==> src/rtl/load_store_unit.sv <==
// load_store_unit: memory-stage load/store sequencer.
//   Accepts one decoded load/store at a time, drives a req/gnt/rvalid data
//   memory bus with byte enables and lane-aligned write data, and returns
//   sign/zero-extended load data to writeback.
//
// Ports:
//   clk, rst_n                      clock, async active-low reset
//   req_valid / req_ready           operation handshake (ready only in IDLE)
//   mem_read, mem_write, funct3     decoded op strobes and size/sign
//   addr, store_data, rd            ALU address, rs2 data, load destination
//   dmem_req/we/addr/be/wdata       bus request (held until dmem_gnt)
//   dmem_gnt, dmem_rvalid, dmem_rdata  bus grant and read response
//   wb_valid, wb_rd, wb_data        load writeback pulse and payload
//   done, err                       completion pulse, error flag with done
//
// Configuration macro:
//   LSU_MISALIGN_CHECK_EN  when defined, misaligned halfword/word accesses
//                          complete with err and never reach the bus; when
//                          undefined, alignment is forced by ignoring the
//                          low address bits.
module load_store_unit #(
  parameter int unsigned ADDR_W = 32
) (
  input  logic              clk,
  input  logic              rst_n,
  input  logic              req_valid,
  output logic              req_ready,
  input  logic              mem_read,
  input  logic              mem_write,
  input  logic [2:0]        funct3,
  input  logic [ADDR_W-1:0] addr,
  input  logic [31:0]       store_data,
  input  logic [4:0]        rd,
  output logic              dmem_req,
  output logic              dmem_we,
  output logic [ADDR_W-1:0] dmem_addr,
  output logic [3:0]        dmem_be,
  output logic [31:0]       dmem_wdata,
  input  logic              dmem_gnt,
  input  logic              dmem_rvalid,
  input  logic [31:0]       dmem_rdata,
  output logic              wb_valid,
  output logic [4:0]        wb_rd,
  output logic [31:0]       wb_data,
  output logic              done,
  output logic              err
);

  localparam int unsigned DATA_W = 32;
  localparam int unsigned BE_W   = 4;
  localparam int unsigned RD_W   = 5;
  localparam int unsigned F3_W   = 3;

  typedef enum logic [1:0] {
    S_IDLE = 2'd0,
    S_REQ  = 2'd1,
    S_RESP = 2'd2
  } state_t;

  state_t state_q, state_d;

  // Captured operation context needed after acceptance
  logic [F3_W-1:0]   f3_q, f3_d;
  logic [1:0]        off_q, off_d;
  logic [RD_W-1:0]   rd_q, rd_d;

  // Next values of the registered outputs
  logic              dmem_req_d;
  logic              dmem_we_d;
  logic [ADDR_W-1:0] dmem_addr_d;
  logic [BE_W-1:0]   dmem_be_d;
  logic [DATA_W-1:0] dmem_wdata_d;
  logic              wb_valid_d;
  logic [RD_W-1:0]   wb_rd_d;
  logic [DATA_W-1:0] wb_data_d;
  logic              done_d;
  logic              err_d;

  // Decode of the incoming operation
  logic              op_noop;
  logic              op_bad;
  logic              load_f3_ok;
  logic              store_f3_ok;
  logic              misalign;
  logic [BE_W-1:0]   lane_be;
  logic [DATA_W-1:0] lane_wdata;
  logic [7:0]        byte_sel;
  logic [15:0]       half_sel;
  logic [DATA_W-1:0] load_fmt;

  assign req_ready = (state_q == S_IDLE);

`ifdef LSU_MISALIGN_CHECK_EN
  assign misalign = ((funct3[1:0] == 2'b01) && addr[0]) ||
                    ((funct3[1:0] == 2'b10) && (addr[1:0] != 2'b00));
`else
  assign misalign = 1'b0;
`endif

  // Legal funct3 encodings per op type
  always_comb begin
    load_f3_ok  = 1'b0;
    store_f3_ok = 1'b0;
    case (funct3)
      3'b000, 3'b001, 3'b010: begin
        load_f3_ok  = 1'b1;
        store_f3_ok = 1'b1;
      end
      3'b100, 3'b101: load_f3_ok = 1'b1;
      default: ;
    endcase
  end

  assign op_noop = !mem_read && !mem_write;
  assign op_bad  = (mem_read && mem_write) ||
                   (mem_read && !load_f3_ok) ||
                   (mem_write && !store_f3_ok) ||
                   misalign;

  // Store lane placement; loads always request the full word
  always_comb begin
    lane_be    = 4'b1111;
    lane_wdata = '0;
    if (mem_write) begin
      case (funct3[1:0])
        2'b00: begin
          lane_be    = 4'b0001 << addr[1:0];
          lane_wdata = {4{store_data[7:0]}};
        end
        2'b01: begin
          lane_be    = 4'b0011 << {addr[1], 1'b0};
          lane_wdata = {2{store_data[15:0]}};
        end
        default: lane_wdata = store_data;
      endcase
    end
  end

  // Load lane extraction and extension
  assign byte_sel = dmem_rdata[{off_q, 3'b000} +: 8];
  assign half_sel = dmem_rdata[{off_q[1], 4'b0000} +: 16];

  always_comb begin
    case (f3_q)
      3'b000:  load_fmt = {{24{byte_sel[7]}}, byte_sel};
      3'b100:  load_fmt = {24'd0, byte_sel};
      3'b001:  load_fmt = {{16{half_sel[15]}}, half_sel};
      3'b101:  load_fmt = {16'd0, half_sel};
      default: load_fmt = dmem_rdata;
    endcase
  end

  // State register and registered outputs
  always_ff @(posedge clk or negedge rst_n) begin
    if (!rst_n) begin
      state_q    <= S_IDLE;
      f3_q       <= '0;
      off_q      <= '0;
      rd_q       <= '0;
      dmem_req   <= 1'b0;
      dmem_we    <= 1'b0;
      dmem_addr  <= '0;
      dmem_be    <= '0;
      dmem_wdata <= '0;
      wb_valid   <= 1'b0;
      wb_rd      <= '0;
      wb_data    <= '0;
      done       <= 1'b0;
      err        <= 1'b0;
    end else begin
      state_q    <= state_d;
      f3_q       <= f3_d;
      off_q      <= off_d;
      rd_q       <= rd_d;
      dmem_req   <= dmem_req_d;
      dmem_we    <= dmem_we_d;
      dmem_addr  <= dmem_addr_d;
      dmem_be    <= dmem_be_d;
      dmem_wdata <= dmem_wdata_d;
      wb_valid   <= wb_valid_d;
      wb_rd      <= wb_rd_d;
      wb_data    <= wb_data_d;
      done       <= done_d;
      err        <= err_d;
    end
  end

  // Next-state and next-output logic
  always_comb begin
    state_d      = state_q;
    f3_d         = f3_q;
    off_d        = off_q;
    rd_d         = rd_q;
    dmem_req_d   = dmem_req;
    dmem_we_d    = dmem_we;
    dmem_addr_d  = dmem_addr;
    dmem_be_d    = dmem_be;
    dmem_wdata_d = dmem_wdata;
    wb_valid_d   = 1'b0;
    wb_rd_d      = wb_rd;
    wb_data_d    = wb_data;
    done_d       = 1'b0;
    err_d        = 1'b0;

    case (state_q)
      S_IDLE: begin
        if (req_valid) begin
          f3_d  = funct3;
          off_d = addr[1:0];
          rd_d  = rd;
          if (op_noop) begin
            done_d = 1'b1;
          end else if (op_bad) begin
            done_d = 1'b1;
            err_d  = 1'b1;
          end else begin
            state_d      = S_REQ;
            dmem_req_d   = 1'b1;
            dmem_we_d    = mem_write;
            dmem_addr_d  = {addr[ADDR_W-1:2], 2'b00};
            dmem_be_d    = lane_be;
            dmem_wdata_d = lane_wdata;
          end
        end
      end

      S_REQ: begin
        if (dmem_gnt) begin
          dmem_req_d = 1'b0;
          dmem_we_d  = 1'b0;
          if (dmem_we) begin
            done_d  = 1'b1;
            state_d = S_IDLE;
          end else begin
            state_d = S_RESP;
          end
        end
      end

      S_RESP: begin
        if (dmem_rvalid) begin
          wb_valid_d = 1'b1;
          done_d     = 1'b1;
          wb_rd_d    = rd_q;
          wb_data_d  = load_fmt;
          state_d    = S_IDLE;
        end
      end

      default: state_d = S_IDLE;
    endcase
  end

endmodule

==> config.mk <==
export PLATFORM = sky130hd
export DESIGN_NAME = load_store_unit
export DESIGN_NICKNAME = d
export VERILOG_FILES = /design/src/rtl/load_store_unit.sv
export SDC_FILE = /design/constraint.sdc
export NUM_CORES = 1
export LEC_CHECK = 0
export BUFFER_PORTS_ARGS = -buffer_cell sky130_fd_sc_hd__clkbuf_2
export CAP_MARGIN = 0
export CORE_MARGIN = 5
export CORE_UTILIZATION = 53
export DETAILED_ROUTE_END_ITERATION = 10
export GPL_ROUTABILITY_DRIVEN = 0
export PLACE_DENSITY = 0.86
export SYNTH_ARGS = -nofsm -noshare
export SYNTH_HDL_FRONTEND = slang
export SYNTH_SLANG_ARGS = --single-unit
==> constraint.sdc <==
create_clock -name clk -period 3.7 [get_ports clk]
set_clock_uncertainty 0.2 [all_clocks]
set_input_delay 0.74 -clock clk [delete_from_list [all_inputs] [get_ports clk]]
set_output_delay 0.74 -clock clk [all_outputs]
set_load 0.01 [all_outputs]
Yosys cells after proc, flatten, opt, wreduce, memory -nomap -nowiden
Index checks and enable logic that the tools add are counted.
- equal/unequal tests: 15
- shifts and indexed selects: 4
- multiplexer cells: 34
- bitwise logic cells: 2
- reduce and logical (&&, ||, !) cells: 22
- operator list (operator ; count):
    32-bit one-hot mux with 4 select lines ; 1
    32-bit one-hot mux with 2 select lines ; 1
    32-bit 2-to-1 mux ; 1
    32-bit by 6-bit variable part select with 16-bit output ; 1
    32-bit by 6-bit variable part select with 8-bit output ; 1
    1-bit 2-to-1 mux ; 19
    3-bit == test (second input constant) ; 4
    2-bit 2-to-1 mux ; 6
    2-bit != test (second input constant) ; 5
    5-bit AND reduction ; 2
    4-bit one-hot mux with 2 select lines ; 1
    3-bit by 1-bit == test with 1-bit output (second input constant) ; 2
    3-bit zero test ; 2
    2-bit one-hot mux with 3 select lines ; 1
    5-bit OR reduction ; 1
    2-bit by 1-bit == test with 1-bit output (second input constant) ; 2
    1-bit logical AND ; 4
    1-bit zero test ; 4
    2-bit zero test ; 2
    4-bit 2-to-1 mux ; 1
    1-bit one-hot mux with 2 select lines ; 2
    2-bit AND reduction ; 2
    4-bit AND reduction ; 1
    1-bit by 2-bit << shifter with 4-bit output (first input constant) ; 1
    8 further kinds ; 10
- register bits after elaboration: 120
- input bits: 111
- output and inout port bits: 111
- logic and storage cells: 91

Depth between registers and ports, before layout
- depth after elaboration: 11
- depth in mapped cells: 8

Worst setup path before layout
No wires, ideal clock.
- path type: input to register
- start point: input funct3[1]
- end point: register dmem_be[0]
- setup time: 0.125 ns
- arrival: 2.050 ns
- required time: 3.375 ns
- path slack: 1.325 ns
- stages: 5
- path buffers: 2
- cells stage by stage: buf_6 -> a2111o_1 -> a21oi_4 -> buf_6 -> mux2_2
- longest elaborated chain between the ends: 9
- elaborated cells between the ends (all ways): 21
- those cells by class: eq/ne (5); mux (4); bitwise (1); reduce/logical (11)
- ends and longest elaborated chain (element ; RTL line ; RTL):
    start, declared ; 30 ; input logic [2:0] funct3,
    3-bit by 1-bit == test with 1-bit output (tied with other cells) ; 104 ; case (funct3)
    5-bit OR reduction (no line) ; n/a ;
    1-bit 2-to-1 mux ; 104 ;
    1-bit zero test ; 116 ; (mem_read && !load_f3_ok) ||
    1-bit logical AND ; 116 ;
    1-bit logical OR ; 115 ; assign op_bad = (mem_read && mem_write) ||
    1-bit logical OR ; 116 ;
    1-bit inverter (no line) ; n/a ;
    4-bit AND reduction (no line) ; n/a ;
    end signal, assigned ; 178 ; dmem_be <= dmem_be_d;
    end, declared ; 37 ; output logic [3:0] dmem_be,
Several ways; a longest one is shown, not always the timed one.
A chain may end at the register's enable or synchronous reset.

Worst setup path in the final report
- start point: register state_q[0]
- end point: register wb_data[16]
- longest elaborated chain between the ends: 2
- ends and longest elaborated chain (element ; RTL line ; RTL):
    start, declared ; 60 ; state_t state_q, state_d;
    start signal, assigned ; 171 ; state_q <= state_d;
    2-bit == test ; 205 ; case (state_q)
    2-bit AND reduction (no line) ; n/a ;
    end signal, assigned ; 182 ; wb_data <= wb_data_d;
    end, declared ; 44 ; output logic [31:0] wb_data,
Every way passes these cells.

==> impl_metrics.toml <==
[cts]
path_clk_slew_ns = 0.06
cts_buffers = 17
cts_hold_buffers = 0
clockBufferDepth = 2
htreeDepth = 4
post-cts-setup-buffer-count = 0
clk_latency_ns = 0.51
clock_sinks = 120
cts_tree = "built"
post_cts_resized = 0
cts-root-buf = "clkbuf_8"

[sta]
worst_pin_slew_ns = 0.7287
timing.final.crit_share_pct = 69.17
setup_viol = 0
slew_violations = 0
clock.fmax_mhz = 390.7
hold_viol = 0
relSlewSlack_pct = 51.16
fin_crit_ns = 2.559
rsz0062_at_grt = "false"
tns_ns = 0

[synthesis]
synthArstFlopShare_pct = 100.0
synth_edf_count = 0
synth_top_area_cell = "dfrtp_1"
synth_fa_ha_area_share_pct = 0
avgSynthCellArea_um2 = 10.18
synth_warnings = 0
synth_xor_area_share_pct = 0
postSynthCellCount = 561
synth-simple-area-share_pct = 14.50
synth_common_cells = "dfrtp_1, nand2_1, mux2_2, mux2i_1, o21ai_0"
ys_seq_area_share_pct = 52.57
synth_compound_area_share_pct = 9.135
ys_ff_latch = 120
synth.area.mux_share_pct = 18.16
synthDistinctLibCells = 40
synth_top_area_share_pct = 52.57
mappedNetlistArea_um2 = 5712
synth_flop_cell = "dfrtp_1"
synth_top_cells_by_area = "dfrtp_1, mux2_2, mux2i_1, nand2_1, o21ai_0"
yosysMostFrequentCell = "dfrtp_1"
synth_top_family_by_area = "multiplexers"

[worst_setup_path]
critPathMaxFanout = 16
endpoint_kind = "flip-flop"
critPathLaunchType = "flip-flop"
required_ns = 3.91
worstSetupPathType = "flip-flop to flip-flop"
cp.arrival_ns = 2.77

[place]
io_buffers = 219
dp_cells = 893
dpl.hpwl_um = 12020

[final_layout]
multi_input_area_um2 = 2395
drive_above_1_share_pct = 39.87
fin_cells = 925
register_area_um2 = 3003
finalNetCount = 883
syn_to_final_growth_pct = 31.41
n_antenna_cell = 0
fill_cells = 802

[floorplan]
initial_core_util_pct = 53.39
die_y_um = 113.8
fp.dieW_um = 113.8
coreArea_um2 = 10700
die_area_um2 = 12950
num_rows = 38
io-pin-count = 222

[global_routing]
grt-ovfl-total = 0
grt_pass1_vias = 5383
grt_max_degree = 74
globalRouteTotalUtil_pct = 26.09
antenna_found_initial = 0
grt_pass1_wl_um = 26550

[run]
cap_violations = 0

[power_and_ir_drop]
vdd_ir_drop_max_uv = 433.1
p_per_area_nw_per_um2 = 732.6
p_leak_nw = 3.850

[route]
via_per_inst = 5.515
ant_nets = 0
first_iter_violations = 395
routed_wirelength_um = 16440
drc = 0
vias = 5101
drt-pass1-iter-count = 6
wl_per_cell_um = 17.77

[min_path]
min_path_type = "primary input to async pin"

[outcome]
status = "finished, final reports clean"
==> layout make-up <==
| class | instances | share of cell area (%) |
|---|---|---|
| flip-flops and latches | 120 | 40.01 |
| clock inverters | 14 | 2.950 |
| repair buffers | 230 | 15.90 |
| multi-input cells | 379 | 31.91 |
| clock buffers | 18 | 5.701 |
| inverters | 24 | 1.200 |
| well taps | 140 | 2.334 |
==> kinds of logic after synthesis <==
| logic type | Yosys count |
|---|---|
| compound gates | 90 |
| buf+inv | 63 |
| flops | 120 |
| mux | 96 |
| other cells | 1 |
| simple gates | 191 |
==> sequential cells by signal, indices dropped and copies added, names as in the netlist <==
register / count
wb_rd: 5
dmem_addr: 30
dmem_be: 4
off_q: 2
wb_valid: 1
dmem_req: 1
err: 1
f3_q: 3
wb_data: 32
done: 1
dmem_we: 1
rd_q: 5
dmem_wdata: 32
state_q: 2
==> report_power, final <==
group	internal (W)	switching (W)	leakage, nW
combinational	0.000717	0.000884	2.06
clock	0.00118	0.000614	0.308
sequential	0.00179	0.000314	1.48
==> stage by stage <==
stage               util [%]  instance area (um2)  worst slack [ns]  power [W]  hold slack [ns]
detailed placement     64.09                 6857            0.7111   0.003711           0.2629
global route           70.16                 7506            0.9924   0.005815          0.07594
CTS                    70.16                 7506             1.190   0.005537          0.04216
finish                 70.16                 7506             1.141   0.005499          0.03981
global placement       64.09                 6857            0.8054   0.003623           0.2593
floorplan                  -                 5715             1.325   0.002932           0.2386
==> critical path: stages (launching register included) <==
cell and delay [ns]:
dfrtp_1 0.46, nand3b_1 0.49, nor2_1 0.38, nand4b_1 0.63, nand3_1 0.30
==> per-layer routing <==
metal / vias to the layer above / share of wire (%) / global-route usage, %
met4: 0 / 3.6 / 13.14
met2: 308 / 48 / 41.46
li1: 2341 / - / -
met5: - / 0 / 0
met3: 52 / 11 / 9.761
met1: 2400 / 38 / 31.23
==> layout by cell type (no fill, tap or decap), types with 16 or more instances in the layout <==
cell | synthesis | layout
dfrtp_1 | 120 | 120
mux2_2 | 48 | 48
mux2i_1 | 44 | 44
clkbuf_16 | 0 | 16
o21ai_0 | 44 | 44
nor2_1 | 21 | 21
nand3_1 | 33 | 33
clkbuf_2 | 0 | 218
nand2_1 | 114 | 114
inv_1 | 23 | 23
a21oi_1 | 28 | 28
==> path summary, 6_finish.rpt <==
| kind | startpoint | to | slack, ns | cells past startpoint |
|---|---|---|---|---|
| worst max-delay path | state_q[0] | wb_data[16] | 1.14 | 4 |
| worst min-delay path | rst_n | wb_data[0] | 0.04 | 1 |
| worst max register to register | state_q[0] | wb_data[16] | 1.14 | 4 |
| worst min register to register | wb_rd[1] | wb_rd[1] | 0.27 | 2 |
| max in group asynchronous | rst_n | dmem_wdata[1] | 2.47 | 2 |
| min in group clk | rd[2] | rd_q[2] | 0.22 | 3 |
(Power assumes the default switching activity.)
